--- src/rtl/connect4_temporizador_if.sv ---
// Bundle between the game controller/board and the per-turn timer:
// turn enables and column status in, expiry flags and automatic column out.
interface connect4_temporizador_if;
    logic       enTurno1;
    logic       enTurno2;
    logic [6:0] col_llena;
    logic       tiempo_terminado_J1;
    logic       tiempo_terminado_J2;
    logic       random_valido_J1;
    logic       random_valido_J2;
    logic [2:0] col_random;
    logic [3:0] segundos_restantes;
    logic       tablero_lleno;

    modport master (
        output enTurno1,
        output enTurno2,
        output col_llena,
        input  tiempo_terminado_J1,
        input  tiempo_terminado_J2,
        input  random_valido_J1,
        input  random_valido_J2,
        input  col_random,
        input  segundos_restantes,
        input  tablero_lleno
    );

    modport slave (
        input  enTurno1,
        input  enTurno2,
        input  col_llena,
        output tiempo_terminado_J1,
        output tiempo_terminado_J2,
        output random_valido_J1,
        output random_valido_J2,
        output col_random,
        output segundos_restantes,
        output tablero_lleno
    );
endinterface

--- src/rtl/connect4_temporizador.sv ---
// Per-turn countdown and automatic-move generator for Connect-4.
// Define CONNECT4_RANDOM_EN to start the column search at an LFSR-chosen column.
module connect4_temporizador #(
    parameter int CICLOS_POR_SEG = 50_000_000,
    parameter int TURNO_SEG      = 10,
    parameter int GAP_MAX        = 4
) (
    input logic                    clk,
    input logic                    rst,
    connect4_temporizador_if.slave bus
);

    localparam int PW = (CICLOS_POR_SEG > 1) ? $clog2(CICLOS_POR_SEG) : 1;
    localparam int GW = (GAP_MAX > 1) ? $clog2(GAP_MAX + 1) : 1;
    localparam logic [PW-1:0] PRESC_ULT = PW'(CICLOS_POR_SEG - 1);
    localparam logic [GW-1:0] GAP_ULT   = GW'(GAP_MAX - 1);
    localparam logic [3:0]    SEG_INI   = 4'(TURNO_SEG);

    typedef enum logic [2:0] {
        INACTIVO,
        CONTANDO,
        BUSCANDO,
        LISTO,
        LLENO
    } estado_t;

    estado_t       estado, estado_sig;
    logic          dueno, dueno_sig;
    logic [3:0]    seg, seg_sig;
    logic [PW-1:0] presc, presc_sig;
    logic [GW-1:0] gap, gap_sig;
    logic [2:0]    cand, cand_sig;
    logic [2:0]    intentos, intentos_sig;
    logic [2:0]    col, col_sig;
    logic [7:0]    lfsr, lfsr_sig;

    logic       en;
    logic       o;
    logic       reiniciar;
    logic       lfsr_fb;
    logic [2:0] cand_ini;
    logic [7:0] llena_ext;

    assign en        = bus.enTurno1 | bus.enTurno2;
    assign o         = bus.enTurno2;
    assign lfsr_fb   = lfsr[7] ^ lfsr[5] ^ lfsr[4] ^ lfsr[3];
    // Bit 7 never gets selected (cand stays 0..6); it only keeps the index in range.
    assign llena_ext = {1'b1, bus.col_llena};

`ifdef CONNECT4_RANDOM_EN
    assign cand_ini = (lfsr[2:0] == 3'd7) ? 3'd0 : lfsr[2:0];
`else
    assign cand_ini = 3'd0;
`endif

    always_ff @(posedge clk or posedge rst) begin
        if (rst) begin
            estado   <= INACTIVO;
            dueno    <= 1'b0;
            seg      <= 4'd0;
            presc    <= '0;
            gap      <= '0;
            cand     <= 3'd0;
            intentos <= 3'd0;
            col      <= 3'd0;
            lfsr     <= 8'hA5;
        end else begin
            estado   <= estado_sig;
            dueno    <= dueno_sig;
            seg      <= seg_sig;
            presc    <= presc_sig;
            gap      <= gap_sig;
            cand     <= cand_sig;
            intentos <= intentos_sig;
            col      <= col_sig;
            lfsr     <= lfsr_sig;
        end
    end

    always_comb begin
        estado_sig   = estado;
        dueno_sig    = dueno;
        seg_sig      = seg;
        presc_sig    = presc;
        gap_sig      = gap;
        cand_sig     = cand;
        intentos_sig = intentos;
        col_sig      = col;
        lfsr_sig     = {lfsr[6:0], lfsr_fb};
        reiniciar    = 1'b0;

        case (estado)
            INACTIVO: begin
                reiniciar = en;
            end

            CONTANDO: begin
                if (en && (o != dueno)) begin
                    reiniciar = 1'b1;
                end else begin
                    gap_sig = en ? '0 : gap + 1'b1;
                    if (presc == PRESC_ULT) begin
                        presc_sig = '0;
                        if (seg == 4'd1) begin
                            seg_sig      = 4'd0;
                            estado_sig   = BUSCANDO;
                            cand_sig     = cand_ini;
                            intentos_sig = 3'd0;
                        end else begin
                            seg_sig = seg - 4'd1;
                        end
                    end else begin
                        presc_sig = presc + 1'b1;
                    end
                    // A long silence means the game ended or the menu is up.
                    if (!en && (gap == GAP_ULT)) begin
                        estado_sig = INACTIVO;
                    end
                end
            end

            BUSCANDO: begin
                if (en && (o != dueno)) begin
                    reiniciar = 1'b1;
                end else if (!llena_ext[cand]) begin
                    col_sig    = cand;
                    estado_sig = LISTO;
                end else begin
                    cand_sig     = (cand == 3'd6) ? 3'd0 : cand + 3'd1;
                    intentos_sig = intentos + 3'd1;
                    if (intentos == 3'd6) begin
                        estado_sig = LLENO;
                    end
                end
            end

            LISTO, LLENO: begin
                reiniciar = en;
            end

            default: begin
                estado_sig = INACTIVO;
            end
        endcase

        // Restart wins over tick, expiry and gap timeout in the same cycle.
        if (reiniciar) begin
            estado_sig = CONTANDO;
            dueno_sig  = o;
            seg_sig    = SEG_INI;
            presc_sig  = '0;
            gap_sig    = '0;
        end
    end

    logic fin_turno;
    assign fin_turno = (estado == BUSCANDO) || (estado == LISTO) || (estado == LLENO);

    assign bus.tiempo_terminado_J1 = fin_turno && !dueno;
    assign bus.tiempo_terminado_J2 = fin_turno && dueno;
    assign bus.random_valido_J1    = (estado == LISTO) && !dueno;
    assign bus.random_valido_J2    = (estado == LISTO) && dueno;
    assign bus.tablero_lleno       = (estado == LLENO);
    assign bus.col_random          = col;
    assign bus.segundos_restantes  = seg;

endmodule

--- src/flat_wrapper.sv ---
// flat-port wrapper written by rule: the top's interface ports become plain ports
module connect4_temporizador_flat 
#(
    parameter int CICLOS_POR_SEG = 50_000_000,
    parameter int TURNO_SEG      = 10,
    parameter int GAP_MAX        = 4
)
  (clk, rst, bus_enTurno1, bus_enTurno2, bus_col_llena, bus_tiempo_terminado_J1, bus_tiempo_terminado_J2, bus_random_valido_J1, bus_random_valido_J2, bus_col_random, bus_segundos_restantes, bus_tablero_lleno);
  connect4_temporizador_if bus_i ();
  input logic clk;
  input logic rst;
  input wire logic [$bits(bus_i.enTurno1)-1:0] bus_enTurno1;
  input wire logic [$bits(bus_i.enTurno2)-1:0] bus_enTurno2;
  input wire logic [$bits(bus_i.col_llena)-1:0] bus_col_llena;
  output wire logic [$bits(bus_i.tiempo_terminado_J1)-1:0] bus_tiempo_terminado_J1;
  output wire logic [$bits(bus_i.tiempo_terminado_J2)-1:0] bus_tiempo_terminado_J2;
  output wire logic [$bits(bus_i.random_valido_J1)-1:0] bus_random_valido_J1;
  output wire logic [$bits(bus_i.random_valido_J2)-1:0] bus_random_valido_J2;
  output wire logic [$bits(bus_i.col_random)-1:0] bus_col_random;
  output wire logic [$bits(bus_i.segundos_restantes)-1:0] bus_segundos_restantes;
  output wire logic [$bits(bus_i.tablero_lleno)-1:0] bus_tablero_lleno;
  assign bus_i.enTurno1 = bus_enTurno1;
  assign bus_i.enTurno2 = bus_enTurno2;
  assign bus_i.col_llena = bus_col_llena;
  assign bus_tiempo_terminado_J1 = bus_i.tiempo_terminado_J1;
  assign bus_tiempo_terminado_J2 = bus_i.tiempo_terminado_J2;
  assign bus_random_valido_J1 = bus_i.random_valido_J1;
  assign bus_random_valido_J2 = bus_i.random_valido_J2;
  assign bus_col_random = bus_i.col_random;
  assign bus_segundos_restantes = bus_i.segundos_restantes;
  assign bus_tablero_lleno = bus_i.tablero_lleno;
  connect4_temporizador #(.CICLOS_POR_SEG(CICLOS_POR_SEG), .TURNO_SEG(TURNO_SEG), .GAP_MAX(GAP_MAX)) u_core (.clk(clk), .rst(rst), .bus(bus_i));
endmodule
--- config.mk ---
export PLATFORM = sky130hd
export DESIGN_NAME = connect4_temporizador_flat
export DESIGN_NICKNAME = d
export VERILOG_FILES = /design/src/rtl/connect4_temporizador_if.sv /design/src/rtl/connect4_temporizador.sv /design/src/flat_wrapper.sv
export SDC_FILE = /design/constraint.sdc
export NUM_CORES = 1
export LEC_CHECK = 0
export CAP_MARGIN = 0
export CORE_UTILIZATION = 55
export DETAILED_ROUTE_END_ITERATION = 8
export HOLD_SLACK_MARGIN = 0.05
export PLACE_DENSITY = 0.85
export SLEW_MARGIN = 30
export SYNTH_ARGS = -nofsm -noshare
export SYNTH_HDL_FRONTEND = slang
export SYNTH_SLANG_ARGS = --single-unit
--- constraint.sdc ---
create_clock -name clk -period 3.1 [get_ports clk]
set_clock_uncertainty 0.15 [all_clocks]
set_input_delay 0.465 -clock clk [delete_from_list [all_inputs] [get_ports clk]]
set_output_delay 0.465 -clock clk [all_outputs]
set_load 0.005 [all_outputs]
==> impl_metrics.csv, run 1 <==
group,metric,value,unit
status,status,"completed",
min_path,holdPathEnd,"u_core.gap[1]",
routing,post_drt_wl_per_cell,16.1,um
routing,drtPass1Iterations,4,
min_path,hold_path_class,"reg2reg",
timing,finalSetupViolCount,0,
floorplanning,core,5200,um^2
critical_path,worst_setup_path_start_kind,"register",
synth,synth_edf_count,0,
routing,drc,0,
synth,synthMuxAreaShare,6.19,%
synth,ys_warn_count,0,
pwr,p_leak,1.44,nW
synth,synth_fa_ha_area_share,2.91,%
final_layout,area.growth.synth_to_final,12.9,%
timing,setup_ws,0.501,ns
pwr,power_frac_comb,44.1,%
synth,syn_area,3010,um^2
critical_path,worstReg2RegStart,"u_core.cand[1]",
min_path,hold_path.startpoint,"u_core.gap[1]",
final_layout,antennaDiodeCount,0,
cts,numCtsBuffers,5,
critical_path,endpoint_kind,"output port",
grt,grt_overflow_total,0,
place,gp_congestion,0.874,
timing,post-route-period-util,83.8,%
job,drv_cap,0,
grt,grtUsageTotal,25.3,%
synth,syn_avg_cell_area,8.93,um^2
grt,antenna_found_initial,0,
final_layout,finalNetCount,374,
timing,max_slew_margin,63.4,%
synth,synth-seq-area-share,38.2,%
timing,rsz0062_at_grt,"no",
pwr,p_per_area,633,nW/um^2
timing,min_period,2.60,ns
routing,wl,6.86,mm
synth,synth_top_family_by_area,"simple AND/OR/NAND/NOR gates",
critical_path,crit_fanout,11,
synth,postSynthCellCount,337,
critical_path,required,2.48,ns
place,io_buffers,22,
cts,clock_sinks,46,
place,dp_hpwl,4.89,mm
cts,cts_max_level,2,
min_path,min_delay_path_depth,2,
grt,grt_max_degree,25,
place,dp_slack,0.363,ns
floorplanning,io_pins,23,
synth,yosys.area_share.simple,27.0,%
synth,synth_nets,355,
synth,synthXorXnorAreaFrac,1.16,%
timing,drv_slew,0,
cts,clkTransAtPathRegs,0.08,ns
pwr,power.switching,0.840,mW
final_layout,fillerInstances,450,
floorplanning,num_rows,26,
timing,fin_setup_tns,0,ns
synth,ys_types,59,
pwr,sequentialPowerShare,37.9,%
routing,viasPerCell,6.21,
floorplanning,dieWidth,76.0,um
pwr,switching_share,39.1,%
final_layout,layout-drive-gt1-share,11.8,%
critical_path,reg2reg_slack,0.61,ns
synth,synthArstFlopShare,100,%
critical_path,r2r_end,"u_core.cand[0]",
floorplanning,dieHeight,76.0,um
floorplanning,dieArea,5770,um^2
routing,vias,2651,
cts,cts_hold_buf,0,
cts,cts_tree,"done",
cts,cts_setup_buffers,0,
timing,fmax,385,MHz
pwr,internal-power,1.31,mW
timing,hold_viol,0,
grt,grt_pass1_wl,11.7,mm
critical_path,worst_ep_arrival_time,1.98,ns
grt,grt_pass1_vias,2487,
synth,ys.flop_type,"dfrtp_1",
critical_path,rr_worst_depth,5,
routing,drtAntennaViolNets,0,
routing,drtIter0Drc,310,
floorplanning,initial_core_util,57.8,%
pwr,ir_drop,0.000481,V
cts,cts_resized,0,
critical_path,crit_type,"reg2out",
cts,clockRootBuffer,"clkbuf_8",
synth,synth_compound_area_share,19.0,%
cts,clock_latency,0.31,ns
synth,synth.ff_latch_count,46,
timing,worstMarginPinSlew,0.548,ns
pwr,clkPwrFrac,18.0,%
cts,cts_buffer_depth,2,
[worst max-delay path: stages, from the launching register on]
cell             delay (ns)
dfrtp_1                0.51
or2_2                  0.34
nor2_1                 0.13
a21oi_1                0.08
nor2b_1                0.12
clkdlybuf4s50_1        0.51
[synthesized netlist by cell type, types with 3 or more instances]
cell	n	share of area, %
a21oi_1	10	1.7
nand3b_1	3	0.75
a31oi_1	6	1.2
o31ai_1	14	3.5
o22ai_1	4	0.83
o21ai_1	3	0.50
or2_2	4	0.83
dfrtp_1	46	38
nor2b_1	4	0.83
nand4_1	7	1.5
o2bb2ai_1	7	2.0
mux2_2	5	1.9
nand2_1	25	3.1
nor3_1	15	2.5
a22o_1	8	2.3
or3_1	3	0.62
nand2b_1	3	0.62
xnor2_1	3	0.87
a21o_1	5	1.2
and4_1	4	1.2
clkbuf_1	10	1.2
and3_1	7	1.5
nand3_1	19	3.2
nor2_1	27	3.4
ha_1	7	2.9
buf_2	9	1.5
nor4_1	5	1.0
inv_1	17	2.1
o21ai_0	10	1.7
mux2i_1	7	2.3
[registers in the layout, summed over array words and instances, names as in the netlist]
| register | flops |
|---|---|
| u_core.intentos | 3 |
| u_core.gap | 3 |
| u_core.estado | 3 |
| u_core.dueno | 1 |
| u_core.presc | 26 |
| u_core.bus.col_random | 3 |
| u_core.bus.segundos_restantes | 4 |
| u_core.cand | 3 |
[layout by cell type, fill, tap and decap left out, types with 8 or more instances in the layout]
master and instances:
nor2_1 27, o21ai_0 10, inv_1 16, buf_4 12
dfrtp_1 46, nand3_1 19, clkdlybuf4s50_1 22, nand2_1 25
nor3_1 15, a22o_1 8, a21oi_1 10, o31ai_1 14
[layer usage]
metal / GRT usage (%) / vias to the layer above / wire (um)
li1: - / 1284 / -
met1: 33.9 / 1284 / 3210
met2: 41.5 / 74 / 3280
met3: 4.79 / 9 / 286
met4: 8.46 / 0 / 87
met5: 0 / - / 0
[power groups by stage]
stage               Sequential [mW]  Combinational, mW  Clock (mW)
finish                        0.815              0.949       0.386
global route                  0.833               1.04       0.416
detailed placement            0.826              0.939           0
global placement              0.818              0.912           0
CTS                           0.815              0.943       0.390
floorplan                     0.748              0.709           0
[final cells by class]
class	instances	area [um^2]	share of cell area [%]
clock inverter	1	5.00	0.147
timing repair buffer	34	310	9.13
sequential	46	1150	33.9
multi-input combinational	252	1690	49.9
tap	70	87.6	2.58
inverter	17	63.8	1.88
clock buffer	7	86.3	2.54
[cells by family (layout without fill, tap and decap cells)]
logic type | count (synthesis) | count (layout)
and+or+nand+nor | 145 | 145
AOI/OAI and AO/OA | 81 | 81
DFF | 46 | 46
buffers and inverters | 39 | 59
muxes | 15 | 15
adders and majority gates | 7 | 7
xor gates and xnor gates | 4 | 4
[worst max path at each step]
stage	cells after the start	end	slack, ns	startpoint
floorplan	6	u_core.cand[0]	0.92	u_core.presc[0]
global placement	7	u_core.presc[4]	0.47	bus_enTurno2
detailed placement	7	u_core.presc[4]	0.36	bus_enTurno2
CTS	5	bus_tiempo_terminado_J2	0.50	u_core.estado[1]
global route	5	bus_tiempo_terminado_J2	0.40	u_core.estado[1]
finish	5	bus_tiempo_terminado_J2	0.50	u_core.estado[1]
[per-stage QoR]
step                      utilization [%]  instances  instance area, um^2  hold slack [ns]  power [mW]
final                                65.3        427                 3400            0.340        2.15
after global routing                 65.3        427                 3400            0.364        2.29
after CTS                            65.3        427                 3400            0.347        2.15
after detailed placement             63.5        419                 3310            0.325        1.77
after global placement               63.5        419                 3310            0.315        1.73
after floorplan                         -        337                 3010            0.292        1.46
Power figures use the tool's default switching activity.
==> run 2: changes to the inputs <==
--- a/config.mk
+++ b/config.mk
@@ -6,7 +6,7 @@
 export NUM_CORES = 1
 export LEC_CHECK = 0
 export CAP_MARGIN = 0
-export CORE_UTILIZATION = 55
+export CORE_UTILIZATION = 53
 export DETAILED_ROUTE_END_ITERATION = 8
 export HOLD_SLACK_MARGIN = 0.05
 export PLACE_DENSITY = 0.85
==> constraint.sdc (replaced) <==
create_clock -name clk -period 2.3 [get_ports clk]
set_clock_uncertainty 0.15 [all_clocks]
set_input_delay 0.345 -clock clk [delete_from_list [all_inputs] [get_ports clk]]
set_output_delay 0.345 -clock clk [all_outputs]
set_load 0.005 [all_outputs]
==> run 2 against run 1 <==
Clock power rose by 33%. Non-clock buffer count rose by 29. Core utilization rose by 1.5 points. Hold slack got worse by 0.11 ns. Total power rose by 44%. Critical path depth rose by 1. Setup slack got worse by 0.45 ns. Register-to-register slack got worse by 0.56 ns. Routed wire length rose by 4.4%. Sequential cell count did not move. Global-route usage fell by 0.21 points. Critical path type is now reg2reg. Largest cell class unchanged.
==> impl_metrics.csv, run 2 (same netlist as run 1, synthesis figures left out) <==
group,metric,value,unit
status,status,"completed",
critical_path,worst_ep_arrival_time,2.29,ns
floorplanning,io_pins,23,
routing,vias,2749,
grt,grt_pass1_vias,2665,
timing,min_period,2.25,ns
cts,cts_hold_buf,0,
job,drv_cap,0,
cts,cts_buffer_depth,2,
timing,hold_viol,0,
cts,clkTransAtPathRegs,0.08,ns
critical_path,crit_type,"reg2reg",
min_path,hold_path_class,"in2async",
critical_path,crit_fanout,4,
pwr,p_per_area,841,nW/um^2
timing,max_slew_margin,64.0,%
routing,drtPass1Iterations,4,
routing,drtIter0Drc,265,
timing,setup_ws,0.0472,ns
grt,grt_overflow_total,0,
timing,finalSetupViolCount,0,
timing,worstMarginPinSlew,0.540,ns
place,io_buffers,22,
timing,whs,0.234,ns
floorplanning,initial_core_util,54.7,%
pwr,ir_drop,0.000544,V
cts,numCtsBuffers,5,
final_layout,regMostFlops,"u_core.presc",
timing,fmax,444,MHz
critical_path,rr_worst_depth,6,
final_layout,final_common_cell,"dfrtp_1",
pwr,p_total,3.09,mW
critical_path,worst_setup_path_start_kind,"register",
grt,antenna_found_initial,0,
floorplanning,core,5510,um^2
final_layout,final_cell_mix,"dfrtp_1 (44), buf_4 (38), nor2_1 (26)",
cts,clock_sinks,46,
routing,drc,0,
critical_path,required,2.34,ns
cts,clock_latency,0.30,ns
grt,grtUsageTotal,25.1,%
cts,cts_tree,"done",
final_layout,largest_register_ffs,26,
final_layout,finalNetCount,403,
timing,post-route-period-util,97.9,%
routing,viasPerCell,6.00,
cts,clockRootBuffer,"clkbuf_8",
final_layout,antennaDiodeCount,0,
grt,grt_max_degree,47,
grt,grt_pass1_wl,12.0,mm
routing,wl,7.16,mm
pwr,p_leak,1.62,nW
floorplanning,num_rows,27,
place,dp_hpwl,5.14,mm
routing,drtAntennaViolNets,0,
cts,cts_max_level,2,
place,post_dp_cell_area,3540,um^2
timing,drv_slew,0,
final_layout,layout-drive-gt1-share,19.4,%
timing,fin_setup_tns,0,ns
place,gp_congestion,0.861,
routing,post_drt_wl_per_cell,15.6,um
final_layout,final_area,3680,um^2
floorplanning,dieWidth,77.4,um
place,dp_slack,-0.0391,ns
critical_path,endpoint_kind,"register",
floorplanning,dieHeight,77.4,um
floorplanning,dieArea,5990,um^2
final_layout,area.growth.synth_to_final,22.1,%
-- run 2: changes by cell type in the layout (fill, tap and decap cells not counted), sizes merged --
| cell | change |
|---|---|
| dlymetal6s2s | +1 |
| buf | +29 |
| clkdlybuf4s50 | -1 |
-- run 2: critical path, cell delays in order (launching register included) --
cell and delay, ns:
dfrtp_1 0.38, ha_1 0.17, and3_1 0.21, nand4_2 0.19
or4_4 0.58, and2_4 0.18, mux2_4 0.28
-- run 2: repair_timing --
item | CTS | global route
cloned | 0 | 0
setup buffers | 2 | 1
setup endpoints to repair | 2 | 7
resized for setup | 3 | 4
-- run 2: worst paths after layout --
path	from	to	slack [ns]
worst max-delay path	u_core.presc[1]	u_core.cand[0]	0.05
worst min-delay path	rst	u_core.intentos[0]	0.23
max in group asynchronous	rst	u_core.estado[1]	1.54
worst min register to register	u_core.presc[25]	u_core.presc[25]	0.32
min in group clk	u_core.presc[25]	u_core.presc[25]	0.32
worst max register to register	u_core.presc[1]	u_core.cand[0]	0.05
-- run 2: per-stage QoR --
step | instances | utilization [%]
2_1_floorplan | 337 | -
3_3_place_gp | 447 | 64.3
3_5_place_dp | 447 | 64.3
4_1_cts | 457 | 66.3
5_1_grt | 458 | 66.8
6_report | 458 | 66.8
-- run 2: layout make-up --
cell class,count,area [um^2]
timing repair buffer,63,568
fill,418,1830
tap,72,90.1
clock buffer,7,86.3
multi-input combinational,252,1710
sequential,46,1150
inverter,17,63.8
clock inverter,1,5.00
-- run 2: layer usage --
layer  track usage [%]  vias to the layer above  share of wire (%)
met5                 0                        -                  0
met2              41.3                       63                 48
met1              34.0                     1341                 46
met4              8.49                        0                1.1
li1                  -                     1339                  -
met3              3.41                        6                4.7
-- run 2: power by group --
part,internal [mW],leakage [nW],switching (mW)
combinational,0.762,0.953,0.755
clock,0.243,0.0482,0.270
sequential,0.923,0.615,0.139
